===== config.mk =====
export PLATFORM = sky130hd
export DESIGN_NAME = ncc_sequencer
export DESIGN_NICKNAME = d
export VERILOG_FILES = /design/src/rtl/ncc_sequencer.sv
export SDC_FILE = /design/constraint.sdc
export NUM_CORES = 1
export LEC_CHECK = 0
export CORE_MARGIN = 3
export CORE_UTILIZATION = 45
export CTS_BUF_LIST = sky130_fd_sc_hd__clkbuf_4
export DETAILED_ROUTE_END_ITERATION = 10
export GPL_TIMING_DRIVEN = 0
export PLACE_DENSITY = 0.7
export SLEW_MARGIN = 10
export SYNTH_ARGS = -nofsm -noshare
export SYNTH_HDL_FRONTEND = slang
export SYNTH_SLANG_ARGS = --single-unit

===== constraint.sdc =====
create_clock -name clk -period 5.3 [get_ports clk]
set_input_delay 1.06 -clock clk [delete_from_list [all_inputs] [get_ports clk]]
set_output_delay 1.06 -clock clk [all_outputs]
set_load 0.01 [all_outputs]

===== src/rtl/ncc_sequencer.sv =====
// NCC grid sequencer: loads 64 descriptor words into the 16x16 PE grid,
// then streams one window of pixels through it, driving the shared
// window/accumulator load strobes and flagging valid column sums.
module ncc_sequencer #(
    parameter int ROWS       = 16,
    parameter int COL_GROUPS = 4,
    parameter int COLS       = 16,
    parameter int WIN_PIXELS = 640
) (
    input  logic                              clk,
    input  logic                              rst,
    input  logic                              start,
    input  logic                              abort,
    input  logic                              desc_valid,
    output logic                              desc_ready,
    output logic                              desc_load_en,
    output logic [$clog2(ROWS)-1:0]           desc_row_sel,
    output logic [$clog2(COL_GROUPS)-1:0]     desc_col_sel,
    input  logic                              win_valid,
    output logic                              win_ready,
    output logic                              load_win_reg,
    output logic                              load_acc_sum_reg,
    output logic [$clog2(WIN_PIXELS+1)-1:0]   win_count,
    output logic                              result_valid,
    output logic                              busy,
    output logic                              done
);

    localparam int RW = $clog2(ROWS);
    localparam int CW = $clog2(COL_GROUPS);
    localparam int WW = $clog2(WIN_PIXELS + 1);

    localparam logic [RW-1:0] ROW_LAST = RW'(ROWS - 1);
    localparam logic [CW-1:0] COL_LAST = CW'(COL_GROUPS - 1);
    localparam logic [WW-1:0] WIN_LAST = WW'(WIN_PIXELS - 1);
    localparam logic [WW-1:0] SUM_MIN  = WW'(COLS);

    typedef enum logic [1:0] {
        IDLE       = 2'd0,
        DESC_LOAD  = 2'd1,
        WIN_STREAM = 2'd2,
        DONE_ST    = 2'd3
    } state_t;

    state_t        state;
    logic [RW-1:0] row_cnt;
    logic [CW-1:0] col_cnt;
    logic [WW-1:0] win_cnt;
    logic          sum_valid;
    logic [WW-1:0] win_next;

    // Abort kills any handshake in its own cycle, so readiness is gated by it.
    assign desc_ready       = (state == DESC_LOAD) & ~abort;
    assign win_ready        = (state == WIN_STREAM) & ~abort;
    assign desc_load_en     = desc_valid & desc_ready;
    assign load_win_reg     = win_valid & win_ready;
    assign load_acc_sum_reg = win_valid & win_ready;
    assign desc_row_sel     = row_cnt;
    assign desc_col_sel     = col_cnt;
    assign win_count        = win_cnt;
    assign result_valid     = sum_valid;
    assign busy             = (state != IDLE);
    assign done             = (state == DONE_ST) & ~abort;
    assign win_next         = win_cnt + WW'(1);

    // Pass FSM with descriptor/window counters and the registered sum flag.
    always_ff @(posedge clk or posedge rst) begin
        if (rst) begin
            state     <= IDLE;
            row_cnt   <= '0;
            col_cnt   <= '0;
            win_cnt   <= '0;
            sum_valid <= 1'b0;
        end else if (abort) begin
            state     <= IDLE;
            row_cnt   <= '0;
            col_cnt   <= '0;
            win_cnt   <= '0;
            sum_valid <= 1'b0;
        end else begin
            case (state)
                IDLE: begin
                    sum_valid <= 1'b0;
                    if (start) begin
                        state   <= DESC_LOAD;
                        row_cnt <= '0;
                        col_cnt <= '0;
                        win_cnt <= '0;
                    end
                end
                DESC_LOAD: begin
                    sum_valid <= 1'b0;
                    if (desc_valid) begin
                        if (col_cnt == COL_LAST) begin
                            col_cnt <= '0;
                            if (row_cnt == ROW_LAST) begin
                                // 64th word: counters land back at (0,0)
                                row_cnt <= '0;
                                state   <= WIN_STREAM;
                            end else begin
                                row_cnt <= row_cnt + RW'(1);
                            end
                        end else begin
                            col_cnt <= col_cnt + CW'(1);
                        end
                    end
                end
                WIN_STREAM: begin
                    if (win_valid) begin
                        win_cnt   <= win_next;
                        // Column sums are meaningful once the chain has filled
                        sum_valid <= (win_next >= SUM_MIN);
                        if (win_cnt == WIN_LAST)
                            state <= DONE_ST;
                    end else begin
                        sum_valid <= 1'b0;
                    end
                end
                DONE_ST: begin
                    sum_valid <= 1'b0;
                    state     <= IDLE;
                end
                default: begin
                    sum_valid <= 1'b0;
                    state     <= IDLE;
                end
            endcase
        end
    end

endmodule

* Word level (Yosys, flattened, before mapping) *
Cells that the tools add are included.

word-level totals
  flip-flop bits (word level) = 19
  latch bits = 0
  bits in writable memories = 0
  bits in read-only memories = 0
  output and inout bits = 24
  word-level logic and storage cells = 62
  memories = 0

operators by class
  add/subtract/negate cells = 3
  multipliers = 0
  div/mod/pow operators = 0
  order comparisons = 1
  equality and inequality tests = 12
  shifts and indexed selects = 0
  mux-type cells = 26
  bitwise logic cells = 6
  reduce and logical (&&, ||, !) cells = 9

operator list
  kind                                                                    count
  10-bit 2-to-1 mux                                                       3
  2-bit 2-to-1 mux                                                        11
  4-bit 2-to-1 mux                                                        5
  10-bit one-hot mux with 2 select lines                                  1
  10-bit by 1-bit adder with 10-bit output, second input constant         1
  10-bit equality test, second input constant                             1
  10-bit by 5-bit >= comparator with 1-bit output, second input constant  1
  3-bit by 2-bit != test with 1-bit output, second input constant         3
  3-bit != test, second input constant                                    3
  2-bit one-hot mux with 4 select lines                                   1
  4-bit one-hot mux with 2 select lines                                   1
  2-bit equality test, second input constant                              3
  3-bit AND reduction                                                     2
  6-bit AND reduction                                                     1
  3-bit nonzero test                                                      2
  1-bit bitwise AND                                                       5
  4-bit by 1-bit adder with 4-bit output, second input constant           1
  4-bit equality test, second input constant                              1
  2-bit one-hot mux with 2 select lines                                   1
  4-bit AND reduction                                                     1
  3-bit OR reduction                                                      1
  2-bit by 1-bit adder with 2-bit output, second input constant           1
  2-bit by 1-bit equality test with 1-bit output, second input constant   1
  2-bit logical NOT                                                       1
  other kinds (4)                                                         5

* Depth between registers and ports, before layout *
Gate-level depths: netlist (run 1).

  depth in word-level cells = 6
  gate-level depth with buffers = 7
  gate-level depth less buffers = 7

* Worst setup path before layout (run 1) *
No wires, ideal clock.

  kind = input-to-output
  start point = input port abort
  end point = output port load_win_reg
  data arrival time = 1,736 ps
  required time = 4,240 ps
  slack = 2,504 ps
  stages on the path = 4
  path buffers = 2
  cells stage by stage = clkbuf_1 > nand3b_1 > inv_1 > buf_4

between the ends
  cells in the longest elaborated chain, start to end = 3

ends and longest elaborated chain
  element            line  RTL
  from (decl)        13    input logic abort,
  1-bit inverter     54    assign win_ready = (state == WIN_STREAM) & ~abort;
  1-bit bitwise AND  54
  1-bit bitwise AND  n/a
  to (decl)          21    output logic load_win_reg,

Every way passes these cells.

* Worst setup path after layout (run 1) *
  start point = input port abort
  end point = output port load_win_reg

between the ends
  cells in the longest elaborated chain, start to end = 3

ends and longest elaborated chain
  element            line  RTL
  1-bit inverter     54
  1-bit bitwise AND  54
  1-bit bitwise AND  56    assign load_win_reg = win_valid & win_ready;

Every way passes these cells.

==> impl_metrics.csv, run 1 <==
group,metric,value,unit
timing,grt_setup_unrepaired,"false",
clocking,post_cts_setup_bufs,0,
die,ios,30,
cells_and_area,finish.cell_count_without_fillers,201,
yosys,synth_seq_cells,19,
clocking,clock_insertion_delay_worst_skew,300,ps
clocking,htreeDepth,1,
timing,fin_tns_setup,0,ps
setup_path,worstPathRequired,4240,ps
placed_design,finalWeightedCongestion,0.734,
grt,gr-max-usage-layer,"met2",
timing,worstMarginPinSlew,726,ps
grt,grt_util_met2,0.303,
yosys,synth.yosys.warnings,0,
grt,groute.usage.overall,0.177,
die,die_area,3480,sq um
timing,maxClockFrequency,260,MHz
timing,timing.clock.skew,0.632,ps
placed_design,placement.io_buffers,29,
pwr,p_total,436,uW
yosys,per_instance_average_area_after_synthesis,9.17,sq um
yosys,cell_area_synth,1260,sq um
yosys,syn_inst,138,
cells_and_area,post-route-cell-area,1620,sq um
cells_and_area,final.fill_count,249,
routing,first_iter_violations,12,
cells_and_area,finish.utilization,0.631,
cells_and_area,ff_latch_area,475,sq um
pwr,cellLeakagePower,0.702,nW
yosys,synthFlopType,"sky130_fd_sc_hd__dfrtp_1",
grt,grt_use_met1,0.222,
outcome,result_of_the_run,"completed",
setup_path,type_of_the_worst_setup_path,"input pin to primary output",
clocking,cts.sinks,19,
clocking,cts_hold_buffers,0,
setup_path,worstPathMaxFanout,10,
yosys,number_of_different_library_cells_in_the_post_synthesis_netlist,43,
timing,fin_crit_sh,0.727,
grt,grt_pass1_wl,4750,microns
timing,finalCriticalPeriod,3850,ps
yosys,synthArstFlopShare,1.00,
routing,via_per_inst,5.66,
cells_and_area,layout_cell_share_with_drive_strength_beyond_1,0.0994,
pwr,worst_ir_drop_vdd,0.262,mV
timing,drv_slew,0,
cells_and_area,layout.cells.most_common,"sky130_fd_sc_hd__clkdlybuf4s50_1",
clocking,postCtsResizedCells,0,
clocking,cts_made_buffers,3,
yosys,synth.yosys.seq_area_share,0.376,
yosys,syn_nets,153,
clocking,cts_root_buf,"sky130_fd_sc_hd__clkbuf_4",
routing,avgRoutedWirePerCell,14.2,microns
setup_path,end_kind,"primary output",
placed_design,dpl-instance-area,1590,sq um
die,placeableCoreArea,2570,sq um
grt,antenna_found_initial,0,
die,initial_utilization,0.493,
die,floorplan.die.width,59.0,microns
routing,drt_first_pass_iters,2,
clocking,tritoncts,"done",
die,die_span_y,59.0,microns
placed_design,placed_cells_incl_taps,197,
grt,grt_pass1_vias,1074,
clocking,cts.clk_slew.worst_paths,120,ps
cells_and_area,final_cell_mix,"sky130_fd_sc_hd__clkdlybuf4s50_1 (29), sky130_fd_sc_hd__o21ai_0 (19), sky130_fd_sc_hd__dfrtp_1 (19)",
timing,setup-violations-final,0,
cells_and_area,antenna-diode-count,0,
routing,postRouteAntennaNets,0,
timing,finalHoldViolations,0,
routing,routed_wl,2860,microns
grt,grt_start_max_net_pins,20,
job,cap_violations,0,
setup_path,worst_ep_arrival_time,2790,ps
grt,met3_resource_use_gr,0.0501,
setup_path,critPathLaunchType,"input pin",
cells_and_area,syn_to_final_growth,28.1,%
min_path,min-delay-path-class,"flop to flop",
pwr,power_density,269,nW/um^2
die,num_rows,18,
timing,maxSlewHeadroom,0.515,
clocking,cts.path.max_buffers,2,
routing,routed-via-count,1137,
routing,drc_errors,0,
cells_and_area,multiInputGateArea,717,sq um
yosys,post_synth_edffs,0,
grt,grt.overflow.total,0,
placed_design,detailedPlacementHpwl,2150,microns
cells_and_area,finalNetCount,187,
==> logic make-up after synthesis <==
kind of cell	count (synthesis)	share of synthesized area
mux	4	0.0366
fa+ha+maj	9	0.0890
simple gates	49	0.213
compound gates	39	0.208
xor+xnor	3	0.0208
flops	19	0.376
buf+inv	15	0.0574
==> worst max-delay path, cell delays in order <==
cell and delay (ps):
sky130_fd_sc_hd__clkdlybuf4s50_1 480, sky130_fd_sc_hd__clkbuf_1 350, sky130_fd_sc_hd__nand3b_1 230, sky130_fd_sc_hd__inv_1 70, sky130_fd_sc_hd__buf_4 130, sky130_fd_sc_hd__clkdlybuf4s50_1 470
==> metal layers <==
metal / part of all wire / vias up
met5: 0 / -
met1: 0.47 / 545
met3: 0.048 / 5
li1: - / 561
met4: 0.013 / 0
met2: 0.46 / 26
==> cell usage after synthesis (3+ instances only) <==
cell type / instances / area (sq um)
sky130_fd_sc_hd__dfrtp_1: 19 / 475
sky130_fd_sc_hd__o21ai_0: 19 / 95.1
sky130_fd_sc_hd__nand2_1: 14 / 52.6
sky130_fd_sc_hd__inv_1: 10 / 37.5
sky130_fd_sc_hd__ha_1: 9 / 113
sky130_fd_sc_hd__nand3_1: 6 / 30.0
sky130_fd_sc_hd__nand2b_1: 5 / 31.3
sky130_fd_sc_hd__a21oi_1: 4 / 20.0
sky130_fd_sc_hd__nor2_1: 4 / 15.0
sky130_fd_sc_hd__a311o_1: 3 / 30.0
sky130_fd_sc_hd__nand3b_1: 3 / 22.5
==> layout make-up <==
class | instances | area share
well taps | 30 | 0.0232
plain buffers | 5 | 0.0216
clock buffers | 3 | 0.0139
clock inverters | 1 | 0.00309
inverters | 10 | 0.0232
flip-flops and latches | 19 | 0.293
multi-input cells | 104 | 0.442
repair buffers | 29 | 0.179
==> state kept, by name, indices dropped and copies added (netlist names) <==
register      cells
win_count        10
desc_row_sel      4
state             2
result_valid      1
desc_col_sel      2
==> metrics by stage <==
stage / hold WS (ps) / setup WS (ps)
2_1_floorplan: 535 / 2500
3_3_place_gp: 508 / 1470
3_5_place_dp: 513 / 1440
4_1_cts: 533 / 1430
5_1_grt: 559 / 1320
6_report: 535 / 1450
==> where the power goes <==
part	internal, mW	total, mW	switching [mW]
Sequential	0.158	0.174	0.0166
Combinational	0.0880	0.184	0.0957
Clock	0.0282	0.0776	0.0494
Total	0.274	0.436	0.162
==> final timing paths <==
kind | endpoint | depth (start not counted) | from | slack, ps
max | load_win_reg | 6 | abort | 1450
min | win_count[3] | 1 | win_count[3] | 530
max reg2reg | desc_row_sel[3] | 6 | state[0] | 3240
min reg2reg | win_count[3] | 1 | win_count[3] | 530
max in group asynchronous | state[1] | 2 | rst | 3690
min in group asynchronous | desc_row_sel[3] | 2 | rst | 1160
Note: power is estimated with default switching activity, not from simulation.
==> run 2: changes to the inputs <==
- clock period: 5.3 -> 3.75 ns (I/O delays scaled with it)
==> results of run 2 <==
The final DEF is identical to that of run 1. Status: completed.
Among the figures that moved: setup slack after placement 1440 ps -> 507 ps; setup slack after layout 1450 ps -> 519 ps; register-to-register setup slack 3240 ps -> 1690 ps; total power 0.436 mW -> 0.616 mW; worst IR drop on VDD 0.262 mV -> 0.370 mV
==> run 3: changes to the inputs <==
- CORE_MARGIN: 3 -> 10
==> impl_metrics.csv, run 3 (synthesis gave the netlist of run 1 again) <==
group,metric,value,unit
clocking,postCtsResizedCells,0,
setup_path,worstPathRequired,3000,ps
die,ios,30,
pwr,cellLeakagePower,0.703,nW
setup_path,reg2reg_from,"state[0]",
routing,drc_errors,0,
routing,routed_wl,3020,microns
outcome,result_of_the_run,"completed",
timing,drv_slew,0,
cells_and_area,final_cell_mix,"sky130_fd_sc_hd__clkdlybuf4s50_1 (29), sky130_fd_sc_hd__o21ai_0 (19), sky130_fd_sc_hd__dfrtp_1 (19)",
timing,finalHoldViolations,0,
cells_and_area,layout.cells.most_common,"sky130_fd_sc_hd__clkdlybuf4s50_1",
timing,fin_ws,501,ps
grt,antenna_found_initial,0,
routing,avgRoutedWirePerCell,14.9,microns
routing,first_iter_violations,47,
die,placeableCoreArea,2730,sq um
die,initial_utilization,0.463,
timing,finalCriticalPeriod,3250,ps
clocking,htreeDepth,1,
routing,dr_wl_met3,258,microns
pwr,worst_ir_drop_vdd,0.260,mV
clocking,post_cts_setup_bufs,0,
pwr,power_density,380,nW/um^2
clocking,cts.sinks,19,
timing,maxSlewHeadroom,0.504,
clocking,cts_hold_buffers,0,
min_path,min-delay-path-class,"flop to flop",
routing,via_per_inst,5.71,
routing,wl_met1,1270,microns
die,num_rows,19,
setup_path,type_of_the_worst_setup_path,"input pin to primary output",
clocking,cts.clk_slew.worst_paths,110,ps
timing,grt_setup_unrepaired,"false",
placed_design,finalWeightedCongestion,0.750,
setup_path,worst_ep_arrival_time,2500,ps
grt,grt_pass1_wl,5000,microns
die,die_area,5330,sq um
pwr,p_total,618,uW
grt,grt_pass1_vias,1104,
timing,setup-violations-final,0,
timing,fin_crit_sh,0.866,
clocking,cts.path.max_buffers,2,
setup_path,worst-r2r-cell-count,6,
min_path,holdCritStartpoint,"win_count[3]",
clocking,cts_made_buffers,3,
setup_path,critPathLaunchType,"input pin",
setup_path,end_kind,"primary output",
setup_path,timing.reg2reg.setup_slack,1690,ps
setup_path,regToRegEndpoint,"desc_row_sel[3]",
die,die_span_y,73.0,microns
die,floorplan.die.width,73.0,microns
min_path,hold_depth,1,
cells_and_area,syn_to_final_growth,28.4,%
timing,worstMarginPinSlew,743,ps
placed_design,post-place-ws,517,ps
placed_design,placement.io_buffers,29,
timing,maxClockFrequency,308,MHz
placed_design,detailedPlacementHpwl,2360,microns
cells_and_area,antenna-diode-count,0,
cells_and_area,finalNetCount,187,
clocking,cts_root_buf,"sky130_fd_sc_hd__clkbuf_4",
routing,drt_first_pass_iters,5,
clocking,tritoncts,"done",
min_path,min_delay_worst_endpoint,"win_count[3]",
grt,groute.usage.overall,0.113,
cells_and_area,largest_reg_flops,10,
clocking,clock_insertion_delay_worst_skew,290,ps
routing,postRouteAntennaNets,0,
job,cap_violations,0,
grt,grt_start_max_net_pins,20,
grt,grt.overflow.total,0,
routing,routed-via-count,1154,
routing,met2_wire_len,1450,microns
timing,fin_tns_setup,0,ps
cells_and_area,layout_cell_share_with_drive_strength_beyond_1,0.0994,
setup_path,worstPathMaxFanout,10,
timing,timing.clock.skew,2.77,ps
routing,top_layer,"met4",
-- run 3: cell types whose count changed in the layout (fill, tap and decap cells not counted), sizes merged --
cell and change:
clkbuf +1, clkinv -1
-- run 3: worst max path at each step --
stage	start	endpoint	slack (ps)	depth (start not counted)
2_1_floorplan	abort	load_win_reg	1570	4
3_3_place_gp	abort	load_win_reg	530	6
3_5_place_dp	abort	load_win_reg	520	6
4_1_cts	abort	load_win_reg	510	6
5_1_grt	abort	load_win_reg	430	6
6_report	abort	load_win_reg	500	6
-- run 3: report_power, final --
group / leakage, nW / switching, mW / total, mW / internal, mW
registers: 0.262 / 0.0233 / 0.246 / 0.223
clock network: 0.0184 / 0.0643 / 0.113 / 0.0486
logic: 0.422 / 0.134 / 0.258 / 0.125
total: 0.703 / 0.222 / 0.618 / 0.396
-- run 3: layout make-up --
class	count	area, sq um
Fill cell	256	1110
Buffer	5	35.0
Sequential cell	19	475
Inverter	10	37.5
Multi-Input combinational cell	104	717
Tap cell	31	38.8
Timing Repair Buffer	29	290
Clock buffer	4	30.0
-- run 3: worst max-delay path: stages --
cell and delay, ps:
sky130_fd_sc_hd__clkdlybuf4s50_1 500, sky130_fd_sc_hd__clkbuf_1 340, sky130_fd_sc_hd__nand3b_1 230, sky130_fd_sc_hd__inv_1 80
sky130_fd_sc_hd__buf_4 130, sky130_fd_sc_hd__clkdlybuf4s50_1 480
-- run 3: per-stage QoR --
| stage | util | area [sq um] | instances | hold WS, ps |
|---|---|---|---|---|
| 3_3_place_gp | 0.583 | 1590 | 198 | 510 |
| 3_5_place_dp | 0.583 | 1590 | 198 | 511 |
| 4_1_cts | 0.594 | 1620 | 202 | 524 |
| 2_1_floorplan | - | 1260 | 138 | 535 |
| 6_report | 0.594 | 1620 | 202 | 527 |
| 5_1_grt | 0.594 | 1620 | 202 | 580 |
-- run 3: per-layer routing --
metal  up-vias  GRT usage
li1        561          -
met1       558      0.129
met2        30      0.188
met3         5     0.0449
met4         0     0.0316
met5         -          0
